**src/rtl/sprite_scheduler.sv**
```systemverilog
// sprite_scheduler: double-buffered sprite table walker that feeds a blitter.
// A staging table is written at any time through i_tbl_we. Each accepted
// frame_start copies staging into the active table. The active table is then
// walked from entry 0 upward, so higher entries are drawn on top.
//
// Optional shadow pass: define SPRITE_SCHEDULER_SHADOW_EN. With it, entries
// flagged as shadow are issued twice. The first pass is offset by SHADOW_OFS
// in x and y, uses address 0 and has o_is_shadow=1. The second is the normal pass.
//
// Blitter handshake: o_new_sprite is a one-cycle request. The job fields
// (o_is_shadow, o_sprite_*) stay stable from that cycle until the cycle after
// the one-cycle i_wrote_sprite completion. The next request comes at least
// two cycles after i_wrote_sprite. i_wrote_sprite is ignored unless a job is
// outstanding.
module sprite_scheduler #(
  parameter int NUM_SPRITES = 8,
  parameter int SHADOW_OFS  = 4,
  localparam int IW = $clog2(NUM_SPRITES)
) (
  input  logic          i_clk,
  input  logic          i_rst_n,
  input  logic          i_frame_start,
  input  logic          i_tbl_we,
  input  logic [IW-1:0] i_tbl_addr,
  input  logic          i_tbl_en,
  input  logic          i_tbl_shadow,
  input  logic [9:0]    i_tbl_x,
  input  logic [9:0]    i_tbl_y,
  input  logic [9:0]    i_tbl_dimx,
  input  logic [9:0]    i_tbl_dimy,
  input  logic [24:0]   i_tbl_address,
  output logic          o_new_sprite,
  output logic          o_is_shadow,
  output logic [9:0]    o_sprite_x_pos,
  output logic [9:0]    o_sprite_y_pos,
  output logic [9:0]    o_sprite_dimx,
  output logic [9:0]    o_sprite_dimy,
  output logic [24:0]   o_sprite_address,
  input  logic          i_wrote_sprite,
  output logic          o_busy,
  output logic          o_frame_done,
  output logic          o_overrun,
  output logic [2:0]    o_dbg_state
);

  typedef struct packed {
    logic        en;
    logic [9:0]  x;
    logic [9:0]  y;
    logic [9:0]  dimx;
    logic [9:0]  dimy;
    logic [24:0] addr;
  } entry_t;

  typedef enum logic [2:0] {
    S_IDLE     = 3'd0,
    S_SCAN     = 3'd1,
    S_ISSUE    = 3'd2,
    S_WAIT     = 3'd3,
    S_DONE     = 3'd4
`ifdef SPRITE_SCHEDULER_SHADOW_EN
    ,
    S_ISSUE_SHD = 3'd5,
    S_WAIT_SHD  = 3'd6
`endif
  } state_t;

  localparam logic [IW-1:0] L_LAST    = IW'(NUM_SPRITES - 1);
  localparam logic [9:0]    L_SHD_OFS = 10'(SHADOW_OFS);

  entry_t        r_stg [NUM_SPRITES];
  entry_t        r_act [NUM_SPRITES];
  state_t        r_state;
  logic [IW-1:0] r_idx;
  logic          r_new_sprite;
  logic [9:0]    r_x;
  logic [9:0]    r_y;
  logic [9:0]    r_dimx;
  logic [9:0]    r_dimy;
  logic [24:0]   r_addr;
  logic          r_busy;
  logic          r_frame_done;
  logic          r_overrun;

  entry_t        w_wr_entry;
  entry_t        w_cur;
  logic          w_accept;
  logic          w_skip;
  logic          w_last;

  assign w_wr_entry = '{en: i_tbl_en, x: i_tbl_x, y: i_tbl_y, dimx: i_tbl_dimx,
                        dimy: i_tbl_dimy, addr: i_tbl_address};
  assign w_accept   = i_frame_start && (r_state == S_IDLE);
  assign w_cur      = r_act[r_idx];
  // Zero-size entries are skipped: they would hang the blitter's modulo counter.
  assign w_skip     = !w_cur.en || (w_cur.dimx == 10'd0) || (w_cur.dimy == 10'd0);
  assign w_last     = (r_idx == L_LAST);

`ifdef SPRITE_SCHEDULER_SHADOW_EN
  logic r_stg_shd [NUM_SPRITES];
  logic r_act_shd [NUM_SPRITES];
  logic r_is_shadow;

  // Shadow flags travel with the tables: staged on write, copied on frame accept.
  always_ff @(posedge i_clk or negedge i_rst_n) begin
    if (!i_rst_n) begin
      for (int i = 0; i < NUM_SPRITES; i++) begin
        r_stg_shd[i] <= 1'b0;
        r_act_shd[i] <= 1'b0;
      end
    end else begin
      if (i_tbl_we) r_stg_shd[i_tbl_addr] <= i_tbl_shadow;
      if (w_accept) r_act_shd <= r_stg_shd;
    end
  end

  assign o_is_shadow = r_is_shadow;
`else
  logic [10:0] w_unused_shadow;
  assign w_unused_shadow = {i_tbl_shadow, L_SHD_OFS};
  assign o_is_shadow     = 1'b0;
`endif

  // Staging writes land in any state. The active copy on the accept edge reads
  // the pre-write staging contents, so a same-cycle write shows up next frame.
  always_ff @(posedge i_clk or negedge i_rst_n) begin
    if (!i_rst_n) begin
      for (int i = 0; i < NUM_SPRITES; i++) begin
        r_stg[i] <= '0;
        r_act[i] <= '0;
      end
    end else begin
      if (i_tbl_we) r_stg[i_tbl_addr] <= w_wr_entry;
      if (w_accept) r_act <= r_stg;
    end
  end

  // Frame walker FSM with registered request, job fields and status pulses.
  always_ff @(posedge i_clk or negedge i_rst_n) begin
    if (!i_rst_n) begin
      r_state      <= S_IDLE;
      r_idx        <= '0;
      r_new_sprite <= 1'b0;
      r_x          <= '0;
      r_y          <= '0;
      r_dimx       <= '0;
      r_dimy       <= '0;
      r_addr       <= '0;
      r_busy       <= 1'b0;
      r_frame_done <= 1'b0;
      r_overrun    <= 1'b0;
`ifdef SPRITE_SCHEDULER_SHADOW_EN
      r_is_shadow  <= 1'b0;
`endif
    end else begin
      r_new_sprite <= 1'b0;
      r_frame_done <= 1'b0;
      r_overrun    <= i_frame_start && r_busy;
      case (r_state)
        S_IDLE: begin
          if (i_frame_start) begin
            r_state <= S_SCAN;
            r_busy  <= 1'b1;
            r_idx   <= '0;
          end
        end
        S_SCAN: begin
          if (w_skip) begin
            if (w_last) r_state <= S_DONE;
            else        r_idx   <= r_idx + IW'(1);
          end else begin
`ifdef SPRITE_SCHEDULER_SHADOW_EN
            r_state <= r_act_shd[r_idx] ? S_ISSUE_SHD : S_ISSUE;
`else
            r_state <= S_ISSUE;
`endif
          end
        end
`ifdef SPRITE_SCHEDULER_SHADOW_EN
        S_ISSUE_SHD: begin
          r_new_sprite <= 1'b1;
          r_is_shadow  <= 1'b1;
          r_x          <= w_cur.x + L_SHD_OFS;
          r_y          <= w_cur.y + L_SHD_OFS;
          r_dimx       <= w_cur.dimx;
          r_dimy       <= w_cur.dimy;
          r_addr       <= '0;
          r_state      <= S_WAIT_SHD;
        end
        S_WAIT_SHD: begin
          if (i_wrote_sprite) r_state <= S_ISSUE;
        end
`endif
        S_ISSUE: begin
          r_new_sprite <= 1'b1;
`ifdef SPRITE_SCHEDULER_SHADOW_EN
          r_is_shadow  <= 1'b0;
`endif
          r_x          <= w_cur.x;
          r_y          <= w_cur.y;
          r_dimx       <= w_cur.dimx;
          r_dimy       <= w_cur.dimy;
          r_addr       <= w_cur.addr;
          r_state      <= S_WAIT;
        end
        S_WAIT: begin
          if (i_wrote_sprite) begin
            if (w_last) begin
              r_state <= S_DONE;
            end else begin
              r_idx   <= r_idx + IW'(1);
              r_state <= S_SCAN;
            end
          end
        end
        S_DONE: begin
          r_frame_done <= 1'b1;
          r_busy       <= 1'b0;
          r_state      <= S_IDLE;
        end
        default: r_state <= S_IDLE;
      endcase
    end
  end

  assign o_new_sprite     = r_new_sprite;
  assign o_sprite_x_pos   = r_x;
  assign o_sprite_y_pos   = r_y;
  assign o_sprite_dimx    = r_dimx;
  assign o_sprite_dimy    = r_dimy;
  assign o_sprite_address = r_addr;
  assign o_busy           = r_busy;
  assign o_frame_done     = r_frame_done;
  assign o_overrun        = r_overrun;
  assign o_dbg_state      = r_state;

endmodule

```
**config.mk**
```make
export PLATFORM = sky130hd
export DESIGN_NAME = sprite_scheduler
export DESIGN_NICKNAME = d
export VERILOG_FILES = /design/src/rtl/sprite_scheduler.sv
export SDC_FILE = /design/constraint.sdc
export NUM_CORES = 1
export LEC_CHECK = 0
export CAP_MARGIN = 20
export CORE_MARGIN = 1
export CORE_UTILIZATION = 45
export CTS_BUF_LIST = sky130_fd_sc_hd__clkbuf_4
export DETAILED_ROUTE_END_ITERATION = 7
export GPL_TIMING_DRIVEN = 0
export PLACE_DENSITY_LB_ADDON = 0.08
export SLEW_MARGIN = 40
export SYNTH_ARGS = -nofsm -noshare
export SYNTH_HDL_FRONTEND = slang
export SYNTH_SLANG_ARGS = --single-unit
```
**constraint.sdc**
```tcl
create_clock -name i_clk -period 5.06 [get_ports i_clk]
set_clock_uncertainty 0.2 [all_clocks]
set_input_delay 0.506 -clock i_clk [delete_from_list [all_inputs] [get_ports i_clk]]
set_output_delay 0.506 -clock i_clk [all_outputs]
set_load 0.01 [all_outputs]
```
[Word-level counts from Yosys, hierarchy flattened]
Cells that the tools add are included.
Word-level totals
  logic and storage cells: 157
  register bits: 1131
  input bits: 75
Cells by class
  equality and inequality tests: 9
  reduce and logical (&&, ||, !) cells: 14
  bitwise logic cells: 2
  $add $sub $neg: 1
  $lt $le $gt $ge: 3
  muxes and demuxes: 21
Operators with widths (number)
  $bwmux 528: 1
  $bmux 66 s3: 1
  $demux 66 s3: 1
  $mux 66: 3
  $mux 3: 9
  $logic_not 10->1: 2
  $pmux 3 s4: 1
  $pmux 3 s3: 1
  $ge 4x4->1 const B: 2
  $not 3->4: 2
  $eq 3x2->1 const B: 2
  $eq 3x3->1 const B: 2
  $ne 2x2->1 const B: 3
  $lt 4x1->1 const B: 1
  $reduce_and 4->1: 1
  $add 3x1->3 const B: 1
  $eq 3x1->1 const B: 1
  $logic_and 1x1->1: 3
  $logic_not 3->1: 1
  $mux 1: 3
  $ne 3x3->1 const B: 1
  $reduce_and 3->1: 1
  $reduce_bool 3->1: 1
  $logic_or 1x1->1: 2
  4 further kinds: 4

[Logic depth before layout (Yosys ltp)]
Gate-level depths: netlist (run 1).
  depth in word-level cells: 9
  mapped depth: 8
  depth with buffers taken out: 6

[Worst setup path after synthesis (run 1)]
OpenSTA, ideal clock, no wires.
  kind: register to register
  from: reg r_idx[2]
  to: reg r_idx[0]
  cell stages (with the launch flop): 9
  data arrival time: 2.233 ns
  path slack: 2.547 ns
  path buffers: 2
  path through: dfrtp_1 clkbuf_1 clkbuf_1 mux4_2 mux2i_1 nand4_1 o31a_1 a21oi_2 mux2i_1
On the way
  cells in the longest elaborated chain, start to end: 9
Ends and longest elaborated chain
  start, declared: RTL line 74  | logic [IW-1:0] r_idx;
  start signal, assigned: RTL line 170  | else r_idx <= r_idx + IW'(1);
  start signal, assigned: RTL line 211  | r_idx <= r_idx + IW'(1);
  $not 3->4 (not written as such): RTL line 94  | assign w_cur = r_act[r_idx];
  $bmux 66 s3: RTL line 94
  $mux 66 (not written as such) (2 in a row): RTL line 94
  $logic_not 10->1 / $logic_not 1->1 (equally long branches): RTL line 96  | assign w_skip = !w_cur.en || (w_cur.dimx == 10'd0) || (w_cur.dimy == 10'd0);
  $logic_or 1x1->1 (2 in a row): RTL line 96
  $ne 2x2->1 (no line)
  $reduce_and 4->1 (no line)
Parallel ways exist; a longest one is shown, timed or not. The select of a mux whose other input is x is not followed.
A chain may end at the register's enable or synchronous reset.

[Worst setup path in the final report (run 1)]
  from: reg r_idx[1]
  to: reg r_x[4], in the netlist o_sprite_x_pos[4]
On the way
  cells in the longest elaborated chain, start to end: 4
Ends and longest elaborated chain
  $not 3->4 (not written as such): RTL line 94
  $bmux 66 s3: RTL line 94
  $mux 66 (not written as such) (2 in a row): RTL line 94
  end signal, assigned: RTL line 199  | r_x <= w_cur.x;
  end, declared: RTL line 76  | logic [9:0] r_x;
Every way passes these cells. The select of a mux whose other input is x is not followed.

==> results.py, run 1 <==
metrics = {
    "run_status": {
        "status": "finished clean",
    },
    "floorplan": {
        "core_sq_um": 100000,
        "die_area_sq_um": 103000,
        "row_count": 116,
        "start_util": 0.455,
        "pin_count": 148,
        "die_y_microns": 321,
        "die_w_microns": 321,
    },
    "critical_path": {
        "cp.depth": 7,
        "crit_top_cell": "clkbuf_1",
        "path_cells": "buf_4 -> buf_2 -> clkbuf_1 -> clkbuf_1 -> mux4_2 -> mux2i_1 -> a21oi_1",
        "arrival_ns": 4.36,
        "rr_startpoint": "r_idx[1]",
        "path_max_fanout": 10,
        "reg2regPathDepth": 7,
        "start_kind": "flop",
        "cp_data_required_time_ns": 5.87,
        "cpPeakStageDelay_ns": 0.71,
        "path_class": "reg -> reg",
        "end_kind": "flop",
        "cp_slowest_cell": "clkbuf_1",
        "crit_start": "r_idx[1]",
        "crit_family": "buffers and inverters",
        "path_buf_inv": 4,
    },
    "global_routing": {
        "grt_pass1_vias": 31500,
        "antenna_found_initial": 8,
        "grt_start_max_net_pins": 109,
        "grt_pass1_wl_microns": 195000,
        "use_met3": 0.0415,
        "top_usage_layer": "met2",
        "use_met1": 0.361,
        "grt_usage": 0.256,
        "overflow": 0,
        "grt.met2_usage": 0.404,
    },
    "yosys": {
        "async_reset_ff_frac": 1.00,
        "yosys-top-cells-count": "nand2_1 (1594), dfrtp_1 (1131), mux2_2 (529), clkbuf_1 (198), mux4_2 (132)",
        "synth.area.top_cells": "dfrtp_1 (62%), nand2_1 (13%), mux2_2 (13%)",
        "synth_top_area_cell": "dfrtp_1",
        "ys_seq_area_frac": 0.620,
        "synth_cell_types": 30,
        "synthFlopType": "dfrtp_1",
        "synth_seq_cells": 1131,
        "synth_top_area_share": 0.620,
        "postSynthAreaPerCell_sq_um": 11.8,
        "yosysMostFrequentCell": "nand2_1",
        "syn_nets": 3932,
        "synth-edff-count": 0,
        "yosys_warnings": 0,
        "syn_area_sq_um": 45600,
        "syn_inst": 3855,
    },
    "timing": {
        "fin_crit_sh": 0.703,
        "finalHoldWorstSlack_ns": 0.120,
        "finalSetupTns_ns": 0,
        "fmax_mhz": 281,
        "worstMarginPinSlew_ns": 0.888,
        "hold_viol_final": 0,
        "period_minus_slack_ns": 3.56,
        "grt_setup_unrepaired": "false",
        "slew_headroom": 0.408,
        "setup_viol": 0,
        "slew_violations": 0,
    },
    "placed_design": {
        "dpl.hpwl_microns": 81500,
        "gp_congestion": 0.791,
        "numPortBuffers": 145,
        "dpl-instance-area_sq_um": 49200,
    },
    "route": {
        "wire_per_inst_microns": 21.3,
        "post-route-drc-count": 0,
        "vias": 30600,
        "first_pass_iters": 7,
        "drt_wl_total_microns": 127000,
        "drt_iter0_markers": 1916,
        "antenna_left": 0,
        "viasPerCell": 5.13,
    },
    "layout": {
        "area_growth_pct": 17.5,
        "drive_above_1_share": 0.269,
        "nets": 4462,
        "stdcell_area_sq_um": 53700,
        "utilization": 0.535,
    },
    "power_and_ir_drop": {
        "finalPower_uw": 31100,
        "cellLeakagePower_uw": 0.0257,
        "powerDensity_nw_per_um2": 580,
        "power.ir.vdd_worst_uv": 245,
    },
    "clocking": {
        "insertion_delay_ns": 1.17,
        "cts_buffer_depth": 4,
        "htreeDepth": 5,
        "cts_sinks": 1131,
        "cts_tree": "built",
        "post_cts_buffers": 0,
        "clk_pin_slew_ns": 0.06,
        "root_buffer": "clkbuf_4",
        "cts_buffers": 319,
    },
    "flow_run": {
        "maxCapViolCount": 0,
    },
    "worst_hold_path": {
        "min_path_type": "in -> reg",
        "whs_path_depth": 2,
        "holdCritStartpoint": "i_tbl_x[2]",
    },
}
==> worst register-to-register path, stage by stage, from the launching register on <==
cell	delay, ns
dfrtp_1	0.34
buf_4	0.20
buf_2	0.44
clkbuf_1	0.66
clkbuf_1	0.71
mux4_2	0.42
mux2i_1	0.32
a21oi_1	0.12
==> placed cells by master, fill, tap and decap left out, drive strengths merged, types with 36 or more instances in the layout <==
| cell | count |
|---|---|
| mux4 | 132 |
| clkbuf | 674 |
| mux2i | 68 |
| dfrtp | 1131 |
| clkinv | 36 |
| dlygate4sd3 | 49 |
| clkdlybuf4s50 | 144 |
| mux2 | 529 |
| nor2 | 68 |
| buf | 47 |
| a21oi | 68 |
| nand2 | 1594 |
==> per-stage QoR <==
step	cells	setup WS [ns]
floorplan	3855	2.55
global placement	5357	-49.96
detailed placement	5370	1.15
CTS	5944	1.44
global route	5950	1.34
finish	5952	1.50
==> path summary, 6_finish.rpt <==
check	end	slack [ns]
worst max-delay path	o_sprite_x_pos[4]	1.50
worst min-delay path	r_stg[321]	0.12
worst max register to register	o_sprite_x_pos[4]	1.50
worst min register to register	r_act[78]	0.22
max in group asynchronous	r_act[36]	2.37
min in group asynchronous	r_act[144]	0.37
==> layer usage <==
layer / up-vias / wire length (microns)
met2: 694 / 60200
met3: 205 / 5180
met4: 0 / 2990
met1: 15700 / 58400
li1: 14000 / -
met5: - / 0
==> sequential cells by signal (all words and copies together), names as in the netlist <==
name and count:
o_sprite_y_pos 10, o_new_sprite 1, o_sprite_dimx 10, o_overrun 1, r_idx 3, o_busy 1
r_stg 528, o_frame_done 1, o_sprite_dimy 10, o_sprite_x_pos 10, o_sprite_address 25, o_dbg_state 3
r_act 528
==> cell type report <==
class	instances	area (sq um)
Inverter	2	7.51
Fill cell	9049	46600
Timing Repair Buffer	209	2340
Clock inverter	48	290
Multi-Input combinational cell	2493	16500
Clock buffer	476	3570
Buffer	229	958
Tap cell	1357	1700
Sequential cell	1131	28300
Antenna cell	7	17.5
==> cells by family (layout without fill, tap and decap cells) <==
kind of cell | count (synthesis) | count (layout) | share of synthesized area
buffers and inverters | 231 | 964 | 0.0198
adders and majority gates | 2 | 2 | 0.000548
DFF | 1131 | 1131 | 0.620
other | 1 | 8 | 0.0000821
muxes | 729 | 729 | 0.211
AOI/OAI and AO/OA | 73 | 73 | 0.00858
and+or+nand+nor | 1688 | 1688 | 0.140
==> what timing repair did <==
item                                   4_1_cts  5_1_grt
gates resized for setup                      0        0
endpoints found under the hold margin      771        0
hold buffers                                50        0
setup endpoints to repair                    0        0
==> power by group <==
part / leakage (uW) / internal [uW] / switching (uW)
registers: 0.0139 / 12100 / 1590
logic: 0.00941 / 4110 / 5150
clock network: 0.00234 / 4450 / 3720
total: 0.0257 / 20700 / 10500
No activity file was read; power rests on OpenSTA's default activity.
==> inputs of run 2 (changes only) <==
==> constraint.sdc (replaced) <==
create_clock -name i_clk -period 3.25 [get_ports i_clk]
set_clock_uncertainty 0.2 [all_clocks]
set_input_delay 0.325 -clock i_clk [delete_from_list [all_inputs] [get_ports i_clk]]
set_output_delay 0.325 -clock i_clk [all_outputs]
set_load 0.01 [all_outputs]
==> results.py, run 2 (synthesis gave the netlist of run 1 again) <==
metrics = {
    "critical_path": {
        "crit_family": "buffers and inverters",
        "cpPeakStageDelay_ns": 0.59,
        "path_cells": "clkbuf_1 -> inv_1 -> nor3_2 -> clkbuf_4 -> clkbuf_1 -> buf_6 -> nor2_1 -> a21oi_1",
        "cp_data_required_time_ns": 4.12,
        "cp_slowest_cell": "nor3_2",
        "crit_top_cell": "clkbuf_1",
        "rr_startpoint": "o_dbg_state[1]",
        "start_kind": "flop",
        "path_buf_inv": 5,
        "path_max_fanout": 10,
        "arrival_ns": 4.05,
        "path_class": "reg -> reg",
        "end_kind": "flop",
        "crit_start": "o_dbg_state[1]",
    },
    "power_and_ir_drop": {
        "cellLeakagePower_uw": 0.0258,
        "powerDensity_nw_per_um2": 901,
        "power.ir.vdd_worst_uv": 384,
    },
    "route": {
        "drt_wl_total_microns": 127000,
        "drt_iter0_markers": 1917,
        "antenna_left": 0,
        "first_pass_iters": 5,
        "post-route-drc-count": 0,
        "viasPerCell": 5.13,
        "vias": 30600,
        "wire_per_inst_microns": 21.2,
    },
    "placed_design": {
        "numPortBuffers": 145,
        "gp_congestion": 0.791,
        "dpl.hpwl_microns": 81500,
        "dp.cells": 5370,
    },
    "timing": {
        "grt_setup_unrepaired": "false",
        "slew_violations": 0,
        "fin_crit_sh": 0.979,
        "worstMarginPinSlew_ns": 0.906,
        "fmax_mhz": 314,
        "hold_viol_final": 0,
        "slew_headroom": 0.396,
        "period_minus_slack_ns": 3.18,
        "setup_viol": 0,
        "finalSetupTns_ns": 0,
    },
    "layout": {
        "layout_commonest_cell": "nand2_1",
        "drive_above_1_share": 0.270,
        "mostFrequentLayoutCells": "nand2_1 (1594), dfrtp_1 (1131), mux2_2 (529), clkbuf_4 (478), clkbuf_1 (154)",
        "area_growth_pct": 18.1,
        "nets": 4482,
        "layoutNonFillerInstCount": 5970,
    },
    "floorplan": {
        "die_w_microns": 321,
        "pin_count": 148,
        "core_sq_um": 100000,
        "die_area_sq_um": 103000,
        "die_y_microns": 321,
        "start_util": 0.455,
        "row_count": 116,
    },
    "clocking": {
        "cts_buffers": 319,
        "cts_buffer_depth": 4,
        "cts_sinks": 1131,
        "cts_tree": "built",
        "clk_pin_slew_ns": 0.07,
        "htreeDepth": 5,
        "root_buffer": "clkbuf_4",
        "insertion_delay_ns": 1.17,
        "post_cts_buffers": 0,
    },
    "global_routing": {
        "grt_pass1_vias": 31600,
        "grt_usage": 0.256,
        "overflow": 0,
        "antenna_found_initial": 8,
        "grt_start_max_net_pins": 109,
        "grt_pass1_wl_microns": 196000,
    },
    "run_status": {
        "status": "finished clean",
    },
    "flow_run": {
        "maxCapViolCount": 0,
    },
    "worst_hold_path": {
        "min_path_type": "in -> async",
    },
}
[run 2: changes by cell type in the layout (fill, tap and decap cells not counted), sizes merged]
cell	delta
dlygate4sd3	+21
clkbuf	-1
diode	-2
[run 2: final timing paths]
check,end,slack [ns],cells after the start
max in group asynchronous,r_act[36],0.34,8
worst max register to register,o_sprite_dimx[8],0.07,8
min in group i_clk,r_act[78],0.22,2
worst min register to register,r_act[78],0.22,2
worst max-delay path,o_sprite_dimx[8],0.07,8
worst min-delay path,o_sprite_address[11],0.14,4
[run 2: where the power goes]
| group | internal [uW] | total [uW] | switching, uW |
|---|---|---|---|
| sequential | 18800 | 21300 | 2490 |
| combinational | 6490 | 14600 | 8060 |
| clock | 6930 | 12700 | 5790 |
[run 2: repair_timing]
action	4_1_cts	5_1_grt
hold endpoints to repair	1204	0
hold buffers	71	0
resized for setup	15	15
setup endpoints to repair	60	12
pin swaps	0	2
[run 2: final cells by class]
type                            count  area [sq um]
Fill cell                        9026         46400
Timing Repair Buffer              230          2550
Inverter                            2          7.51
Clock buffer                      476          3570
Sequential cell                  1131         28300
Tap cell                         1357          1700
Buffer                            228          1000
Clock inverter                     48           290
Multi-Input combinational cell   2493         16500
Antenna cell                        5          12.5
[run 2: routing by layer]
layer  GRT usage  up-vias  part of all wire
met3      0.0415      193             0.037
met2       0.405      660              0.48
li1            -    14000                 -
met1       0.360    15700              0.46
met4      0.0871        2             0.023
met5           0        -           0.00013
[run 2: tightest hold or removal path, cell delays in order]
cell	delay, ns
dlygate4sd3_1	0.52
dlygate4sd3_1	0.63
buf_16	0.13
buf_16	0.32
[run 2: per-stage QoR]
step	util	area, sq um	worst slack (ns)	hold WS, ns	total power, uW
finish	0.538	53900	0.0678	0.138	48600
global route	0.538	53900	0.00228	0.121	51800
CTS	0.537	53900	0.0247	0.0409	49100
detailed placement	0.491	49200	-0.477	0.0719	36100
global placement	0.487	48800	-51.59	0.240	35800
floorplan	-	45600	0.737	-0.171	30100
